<file path="src/rtl/csi_pkt_rx_if.sv">
// Byte-stream and decode-result bundle between the lane deserializer (master)
// and the CSI packet receiver (slave).
interface csi_pkt_rx_if;
  logic        hs_valid;
  logic [7:0]  hs_data;
  logic        hdr_vld;
  logic [7:0]  hdr_di;
  logic [15:0] hdr_wc;
  logic        ecc_err;
  logic        pl_valid;
  logic [7:0]  pl_data;
  logic        pl_last;
  logic        crc_vld;
  logic        crc_err;
  logic        len_err;
  logic        trunc_err;
  logic        busy;

  modport master (
    output hs_valid, hs_data,
    input  hdr_vld, hdr_di, hdr_wc, ecc_err, pl_valid, pl_data, pl_last,
           crc_vld, crc_err, len_err, trunc_err, busy
  );

  modport slave (
    input  hs_valid, hs_data,
    output hdr_vld, hdr_di, hdr_wc, ecc_err, pl_valid, pl_data, pl_last,
           crc_vld, crc_err, len_err, trunc_err, busy
  );
endinterface

</file>
<file path="src/rtl/csi_pkt_rx.sv">
// CSI single-lane packet receiver: SoT detect, header decode with ECC check,
// payload streaming with CRC-16 check. All results registered.
module csi_pkt_rx #(
  parameter logic [7:0]  SOT_BYTE = 8'hB8,
  parameter logic [15:0] MAX_WC   = 16'd8192
) (
  input logic         clk,
  input logic         rstn,
  csi_pkt_rx_if.slave bus
);

  typedef enum logic [2:0] {IDLE, HDR, PAYLOAD, CRC, WAIT_EOT} state_t;

  state_t      state_q, state_d;
  logic [1:0]  cnt_q, cnt_d;
  logic [7:0]  hb0_q, hb0_d, hb1_q, hb1_d, hb2_q, hb2_d;
  logic [15:0] rem_q, rem_d;
  logic [15:0] crc_q, crc_d;
  logic [7:0]  crc_lo_q, crc_lo_d;
  logic        hdr_vld_q, hdr_vld_d;
  logic [7:0]  hdr_di_q, hdr_di_d;
  logic [15:0] hdr_wc_q, hdr_wc_d;
  logic        ecc_err_q, ecc_err_d;
  logic        pl_valid_q, pl_valid_d;
  logic [7:0]  pl_data_q, pl_data_d;
  logic        pl_last_q, pl_last_d;
  logic        crc_vld_q, crc_vld_d;
  logic        crc_err_q, crc_err_d;
  logic        len_err_q, len_err_d;
  logic        trunc_err_q, trunc_err_d;
  logic [15:0] hdr_wc_rx;

  function automatic logic [5:0] calc_ecc(input logic [23:0] d);
    logic [5:0] p;
    p[0] = d[0]^d[1]^d[2]^d[4]^d[5]^d[7]^d[10]^d[11]^d[13]^d[16]^d[20]^d[21]^d[22]^d[23];
    p[1] = d[0]^d[1]^d[3]^d[4]^d[6]^d[8]^d[10]^d[12]^d[14]^d[17]^d[20]^d[21]^d[22]^d[23];
    p[2] = d[0]^d[2]^d[3]^d[5]^d[6]^d[9]^d[11]^d[12]^d[15]^d[18]^d[20]^d[21]^d[22];
    p[3] = d[1]^d[2]^d[3]^d[7]^d[8]^d[9]^d[13]^d[14]^d[15]^d[19]^d[20]^d[21]^d[23];
    p[4] = d[4]^d[5]^d[6]^d[7]^d[8]^d[9]^d[16]^d[17]^d[18]^d[19]^d[20]^d[22]^d[23];
    p[5] = d[10]^d[11]^d[12]^d[13]^d[14]^d[15]^d[16]^d[17]^d[18]^d[19]^d[21]^d[22]^d[23];
    return p;
  endfunction

  // Reflected CCITT form: bits enter LSB first, so the register shifts right.
  function automatic logic [15:0] crc_byte(input logic [15:0] c_in, input logic [7:0] b);
    logic [15:0] c;
    c = c_in;
    for (int i = 0; i < 8; i++) begin
      if (c[0] ^ b[i]) c = (c >> 1) ^ 16'h8408;
      else             c = c >> 1;
    end
    return c;
  endfunction

  assign hdr_wc_rx = {hb2_q, hb1_q};

  always_comb begin
    state_d     = state_q;
    cnt_d       = cnt_q;
    hb0_d       = hb0_q;
    hb1_d       = hb1_q;
    hb2_d       = hb2_q;
    rem_d       = rem_q;
    crc_d       = crc_q;
    crc_lo_d    = crc_lo_q;
    hdr_di_d    = hdr_di_q;
    hdr_wc_d    = hdr_wc_q;
    pl_data_d   = pl_data_q;
    hdr_vld_d   = 1'b0;
    ecc_err_d   = 1'b0;
    pl_valid_d  = 1'b0;
    pl_last_d   = 1'b0;
    crc_vld_d   = 1'b0;
    crc_err_d   = 1'b0;
    len_err_d   = 1'b0;
    trunc_err_d = 1'b0;

    case (state_q)
      IDLE: begin
        if (bus.hs_valid && bus.hs_data == SOT_BYTE) begin
          state_d = HDR;
          cnt_d   = 2'd0;
        end
      end

      HDR: begin
        if (!bus.hs_valid) begin
          trunc_err_d = 1'b1;
          state_d     = IDLE;
        end else begin
          cnt_d = cnt_q + 2'd1;
          case (cnt_q)
            2'd0: hb0_d = bus.hs_data;
            2'd1: hb1_d = bus.hs_data;
            2'd2: hb2_d = bus.hs_data;
            2'd3: begin
              // Header is used as received even when the ECC disagrees.
              hdr_vld_d = 1'b1;
              hdr_di_d  = hb0_q;
              hdr_wc_d  = hdr_wc_rx;
              ecc_err_d = (bus.hs_data != {2'b00, calc_ecc({hb2_q, hb1_q, hb0_q})});
              crc_d     = 16'hFFFF;
              rem_d     = hdr_wc_rx;
              cnt_d     = 2'd0;
              if (hb0_q[5:0] <= 6'h0F) begin
                state_d = WAIT_EOT;
              end else if (hdr_wc_rx > MAX_WC) begin
                len_err_d = 1'b1;
                state_d   = WAIT_EOT;
              end else if (hdr_wc_rx == 16'd0) begin
                state_d = CRC;
              end else begin
                state_d = PAYLOAD;
              end
            end
            default: ;
          endcase
        end
      end

      PAYLOAD: begin
        if (!bus.hs_valid) begin
          trunc_err_d = 1'b1;
          state_d     = IDLE;
        end else begin
          pl_valid_d = 1'b1;
          pl_data_d  = bus.hs_data;
          crc_d      = crc_byte(crc_q, bus.hs_data);
          rem_d      = rem_q - 16'd1;
          if (rem_q == 16'd1) begin
            pl_last_d = 1'b1;
            cnt_d     = 2'd0;
            state_d   = CRC;
          end
        end
      end

      CRC: begin
        if (!bus.hs_valid) begin
          trunc_err_d = 1'b1;
          state_d     = IDLE;
        end else if (cnt_q == 2'd0) begin
          crc_lo_d = bus.hs_data;
          cnt_d    = 2'd1;
        end else begin
          crc_vld_d = 1'b1;
          crc_err_d = ({bus.hs_data, crc_lo_q} != crc_q);
          cnt_d     = 2'd0;
          state_d   = WAIT_EOT;
        end
      end

      WAIT_EOT: begin
        if (!bus.hs_valid) state_d = IDLE;
      end

      default: state_d = IDLE;
    endcase
  end

  always_ff @(posedge clk or negedge rstn) begin
    if (!rstn) begin
      state_q     <= IDLE;
      cnt_q       <= 2'd0;
      hb0_q       <= 8'd0;
      hb1_q       <= 8'd0;
      hb2_q       <= 8'd0;
      rem_q       <= 16'd0;
      crc_q       <= 16'hFFFF;
      crc_lo_q    <= 8'd0;
      hdr_vld_q   <= 1'b0;
      hdr_di_q    <= 8'd0;
      hdr_wc_q    <= 16'd0;
      ecc_err_q   <= 1'b0;
      pl_valid_q  <= 1'b0;
      pl_data_q   <= 8'd0;
      pl_last_q   <= 1'b0;
      crc_vld_q   <= 1'b0;
      crc_err_q   <= 1'b0;
      len_err_q   <= 1'b0;
      trunc_err_q <= 1'b0;
    end else begin
      state_q     <= state_d;
      cnt_q       <= cnt_d;
      hb0_q       <= hb0_d;
      hb1_q       <= hb1_d;
      hb2_q       <= hb2_d;
      rem_q       <= rem_d;
      crc_q       <= crc_d;
      crc_lo_q    <= crc_lo_d;
      hdr_vld_q   <= hdr_vld_d;
      hdr_di_q    <= hdr_di_d;
      hdr_wc_q    <= hdr_wc_d;
      ecc_err_q   <= ecc_err_d;
      pl_valid_q  <= pl_valid_d;
      pl_data_q   <= pl_data_d;
      pl_last_q   <= pl_last_d;
      crc_vld_q   <= crc_vld_d;
      crc_err_q   <= crc_err_d;
      len_err_q   <= len_err_d;
      trunc_err_q <= trunc_err_d;
    end
  end

  assign bus.hdr_vld   = hdr_vld_q;
  assign bus.hdr_di    = hdr_di_q;
  assign bus.hdr_wc    = hdr_wc_q;
  assign bus.ecc_err   = ecc_err_q;
  assign bus.pl_valid  = pl_valid_q;
  assign bus.pl_data   = pl_data_q;
  assign bus.pl_last   = pl_last_q;
  assign bus.crc_vld   = crc_vld_q;
  assign bus.crc_err   = crc_err_q;
  assign bus.len_err   = len_err_q;
  assign bus.trunc_err = trunc_err_q;
  assign bus.busy      = (state_q != IDLE);

endmodule

</file>
<file path="src/flat_wrapper.sv">
// flat-port wrapper written by rule: the top's interface ports become plain ports
module csi_pkt_rx_flat 
#(
  parameter logic [7:0]  SOT_BYTE = 8'hB8,
  parameter logic [15:0] MAX_WC   = 16'd8192
)
  (clk, rstn, bus_hs_valid, bus_hs_data, bus_hdr_vld, bus_hdr_di, bus_hdr_wc, bus_ecc_err, bus_pl_valid, bus_pl_data, bus_pl_last, bus_crc_vld, bus_crc_err, bus_len_err, bus_trunc_err, bus_busy);
  csi_pkt_rx_if bus_i ();
  input logic clk;
  input logic rstn;
  input wire logic [$bits(bus_i.hs_valid)-1:0] bus_hs_valid;
  input wire logic [$bits(bus_i.hs_data)-1:0] bus_hs_data;
  output wire logic [$bits(bus_i.hdr_vld)-1:0] bus_hdr_vld;
  output wire logic [$bits(bus_i.hdr_di)-1:0] bus_hdr_di;
  output wire logic [$bits(bus_i.hdr_wc)-1:0] bus_hdr_wc;
  output wire logic [$bits(bus_i.ecc_err)-1:0] bus_ecc_err;
  output wire logic [$bits(bus_i.pl_valid)-1:0] bus_pl_valid;
  output wire logic [$bits(bus_i.pl_data)-1:0] bus_pl_data;
  output wire logic [$bits(bus_i.pl_last)-1:0] bus_pl_last;
  output wire logic [$bits(bus_i.crc_vld)-1:0] bus_crc_vld;
  output wire logic [$bits(bus_i.crc_err)-1:0] bus_crc_err;
  output wire logic [$bits(bus_i.len_err)-1:0] bus_len_err;
  output wire logic [$bits(bus_i.trunc_err)-1:0] bus_trunc_err;
  output wire logic [$bits(bus_i.busy)-1:0] bus_busy;
  assign bus_i.hs_valid = bus_hs_valid;
  assign bus_i.hs_data = bus_hs_data;
  assign bus_hdr_vld = bus_i.hdr_vld;
  assign bus_hdr_di = bus_i.hdr_di;
  assign bus_hdr_wc = bus_i.hdr_wc;
  assign bus_ecc_err = bus_i.ecc_err;
  assign bus_pl_valid = bus_i.pl_valid;
  assign bus_pl_data = bus_i.pl_data;
  assign bus_pl_last = bus_i.pl_last;
  assign bus_crc_vld = bus_i.crc_vld;
  assign bus_crc_err = bus_i.crc_err;
  assign bus_len_err = bus_i.len_err;
  assign bus_trunc_err = bus_i.trunc_err;
  assign bus_busy = bus_i.busy;
  csi_pkt_rx #(.SOT_BYTE(SOT_BYTE), .MAX_WC(MAX_WC)) u_core (.clk(clk), .rstn(rstn), .bus(bus_i));
endmodule
</file>
<file path="config.mk">
export PLATFORM = sky130hd
export DESIGN_NAME = csi_pkt_rx_flat
export DESIGN_NICKNAME = d
export VERILOG_FILES = /design/src/rtl/csi_pkt_rx_if.sv /design/src/rtl/csi_pkt_rx.sv /design/src/flat_wrapper.sv
export SDC_FILE = /design/constraint.sdc
export NUM_CORES = 1
export LEC_CHECK = 0
export CAP_MARGIN = 20
export CORE_MARGIN = 2
export CORE_UTILIZATION = 30
export CTS_CLUSTER_DIAMETER = 80
export DETAILED_ROUTE_END_ITERATION = 6
export GPL_TIMING_DRIVEN = 0
export SLEW_MARGIN = 20
export SYNTH_ARGS = -nofsm -noshare
export SYNTH_HDL_FRONTEND = slang
export SYNTH_SLANG_ARGS = --single-unit
</file>
<file path="constraint.sdc">
create_clock -name clk -period 4.67 [get_ports clk]
set_clock_uncertainty 0.1 [all_clocks]
set_input_delay 0.934 -clock clk [delete_from_list [all_inputs] [get_ports clk]]
set_output_delay 0.934 -clock clk [all_outputs]
set_load 0.02 [all_outputs]
</file>
==> flow_summary_export.csv, run 1 <==
group,metric,value,unit
cts,cts_hold_buf,0,
setup_path,start_kind,"flip-flop",
cts,clockBufferDepth,2,
timing,relSlewSlack,0.4443,
global_route,grt_max_degree,79,
global_route,grt_pass1_wl,23.39,mm
global_route,antenna_found_initial,0,
die,initial_core_util,0.3038,
cts,clk_latency,0.35,ns
die,die_h,141.2,µm
timing,max_freq,328.2,MHz
synthesis,synth_warnings,0,
die,io_pins,52,
die,die_w,141.2,µm
setup_path,worstSetupEndpointType,"primary output",
route,drc,0,
route,drt_iter0_drc,342,
cts,clock-sinks,109,
cells_and_area,finalNonFillerCells,820,
pwr,power_density,672.9,nW/µm²
timing,setup_ws,1.623,ns
global_route,grt_pass1_vias,4233,
timing,setup_tns,0,ns
cts,cts_made_buffers,9,
setup_path,required,3.64,ns
cts,clkTransAtPathRegs,0.08,ns
timing,period_share,0.6525,
synthesis,synth_cell_types,49,
setup_path,critPathMaxFanout,10,
pwr,vdd_ir_drop_max,0.3427,mV
cts,cts-resized-gates,0,
place,dp_slack,1.351,ns
setup_path,cp.arrival,2.01,ns
timing,setup_viol,0,
timing,rsz0062_at_grt,"no",
cells_and_area,syn_to_final_growth,18.62,%
pwr,leakage,2.960,nW
place,gp_congestion,0.8917,
setup_path,critPathLaunch,"u_core.state_q[1]",
place,portBuffers,43,
setup_path,cpPeakStageDelay,0.55,ns
synthesis,syn_area_per_cell,10.73,µm²
timing,min_period,3.047,ns
cells_and_area,layout.nets,600,
cts,root_buffer,"clkbuf_16",
cells_and_area,fin_util,0.3603,
cells_and_area,diodes,0,
die,core,18580,µm²
synthesis,netlist_instances,526,
die,dieArea,19930,µm²
synthesis,synth_top_flop_cell,"dfrtp_1",
route,vias_per_cell,5.010,
synthesis,synth-edff-count,0,
cts,cts_tree,"done",
setup_path,r2r_start,"u_core.hb1_q[2]",
die,rows,50,
setup_path,crit_chain,"clkbuf_1, or3_1, clkdlybuf4s50_1",
cts,cts_setup_buffers,0,
run_status,status,"finished, final reports clean",
global_route,overflow,0,
route,vias,4108,
route,drt_first_pass_iters,5,
setup_path,critPathSlowestCell,"clkdlybuf4s50_1",
timing,final-hold-violation-count,0,
synthesis,synth.net_count,545,
timing,slew_violations,0,
global_route,grt.total_usage,0.1507,
setup_path,critical_path_class,"flip-flop to primary output",
route,wl,14.31,mm
min_path,hp-class,"input pin to asynchronous set/reset pin",
job,max_cap_viol_count,0,
place,dp_cells,804,
synthesis,ys_ff_latch,109,
route,wire_per_inst,17.45,µm
place,place_hpwl,10.10,mm
cells_and_area,drive_gt1_frac,0.1706,
synthesis,async_flop_share,1.000,
timing,worst_slew_pin_slew,0.8304,ns
synthesis,syn_area,5644,µm²
route,ant_nets,0,
cts,htree_num_levels,3,
synthesis,synth-seq-area-share,0.4868,
state kept, by name, indices dropped and copies added (netlist names):
name / cells
u_core.bus.hdr_wc: 16
u_core.crc_q: 16
u_core.rem_q: 16
u_core.bus.hdr_di: 8
u_core.bus.pl_data: 8
u_core.crc_lo_q: 8
u_core.hb0_q: 8
u_core.hb1_q: 8
u_core.hb2_q: 8
u_core.state_q: 3
u_core.cnt_q: 2
u_core.bus.crc_err: 1
u_core.bus.crc_vld: 1
u_core.bus.ecc_err: 1
u_core.bus.hdr_vld: 1
u_core.bus.len_err: 1
u_core.bus.pl_last: 1
u_core.bus.pl_valid: 1
u_core.bus.trunc_err: 1
area by class of cell:
cell class	count	area (µm²)
timing repair buffer	44	459.2
inverter	12	45.04
buffer	31	132.6
clock buffer	10	229.0
multi-input combinational	374	2719
clock inverter	6	70.07
tap	234	292.8
sequential	109	2748
fill	1795	11890
cells in the final DEF, fill, tap and decap left out, drive strengths merged, types with 25 or more instances in the layout:
cell type / instances
a21oi: 34
mux2: 55
clkbuf: 32
xor2: 25
xnor2: 48
clkdlybuf4s50: 42
nor2: 38
nand2: 56
o21ai: 26
dfrtp: 93
final timing paths:
kind / endpoint / slack, ns / depth (start not counted)
max: bus_busy / 1.62 / 3
min reg2reg: u_core.bus.hdr_wc[0] / 0.39 / 2
min in group clk: u_core.bus.hdr_wc[0] / 0.39 / 2
min: u_core.rem_q[11] / 0.36 / 1
max in group asynchronous: u_core.crc_q[11] / 3.40 / 2
max reg2reg: u_core.bus.ecc_err / 2.24 / 8
stage by stage:
stage	hold slack [ns]	total power, mW	area (µm²)
2_1_floorplan	0.3494	3.208	5644
3_3_place_gp	0.3694	3.645	6367
3_5_place_dp	0.3618	3.708	6396
4_1_cts	0.3593	4.517	6695
5_1_grt	0.3699	4.786	6695
6_report	0.3583	4.505	6695
power breakdown:
| part | total, mW | switching [mW] | internal (mW) |
|---|---|---|---|
| clock | 0.782 | 0.361 | 0.421 |
| combinational | 2.21 | 1.05 | 1.16 |
| sequential | 1.52 | 0.292 | 1.23 |
critical path, delay by kind of cell, from the launching register on:
| family | cells | cell delay (ns) |
|---|---|---|
| buffers and inverters | 2 | 0.78 |
| flip-flops | 1 | 0.44 |
| AND/OR/NAND/NOR | 1 | 0.43 |
kinds of logic (layout without fill, tap and decap cells):
| logic type | after synthesis | in the layout | synth area share |
|---|---|---|---|
| flip-flops | 109 | 109 | 0.4868 |
| AND/OR/NAND/NOR | 148 | 148 | 0.1250 |
| XOR/XNOR | 80 | 80 | 0.1425 |
| multiplexers | 56 | 56 | 0.1115 |
| buffers and inverters | 43 | 103 | 0.03148 |
| adder cells (fa/ha/maj) | 8 | 8 | 0.01774 |
| AO/OA/AOI/OAI | 82 | 82 | 0.08491 |
synth_stat cells (2+ instances only):
library cell,instances,area (µm²)
a211oi_1,2,15.01
a22oi_1,4,30.03
o22a_1,2,17.52
o31a_1,2,17.52
dfrtp_1,93,2327
or3_1,7,43.79
xnor2_1,47,411.6
xnor3_1,7,157.7
o21ai_0,26,130.1
nor3_1,12,60.06
nand4_1,7,43.79
nand4b_1,2,17.52
a21o_1,3,22.52
nor4b_1,2,17.52
ha_1,8,100.1
xor2_1,25,219.0
a21oi_1,34,170.2
clkbuf_1,22,82.58
nor3b_1,2,15.01
inv_1,11,41.29
nor2_1,38,142.6
and3_1,2,12.51
nand2_1,56,210.2
nor4_1,5,31.28
nand2b_1,4,25.02
buf_2,7,35.03
nand3_1,6,30.03
mux2_2,54,608.1
dfstp_2,16,420.4
per-layer routing:
layer,vias up,track usage,wire (µm)
met5,-,0,0
met4,0,0.05053,198
met3,14,0.02717,631
met2,107,0.2343,6575
met1,2078,0.2126,6902
li1,1909,-,-
Power figures use the tool's default switching activity.
==> run 2, diff against run 1 <==
clock period = 2.95 ns   (was 4.67 ns; I/O delays follow)
==> results of run 2 <==
The final DEF is identical to that of run 1. Status: finished, final reports clean.
Among the figures that moved: setup slack after placement 1.351 ns -> -0.02465 ns; setup slack after layout 1.623 ns -> 0.2469 ns; hold slack 0.3583 ns -> 0.01433 ns; register-to-register setup slack 2.24 ns -> 0.52 ns; total power 4.505 mW -> 7.132 mW; worst IR drop on VDD 0.3427 mV -> 0.5425 mV
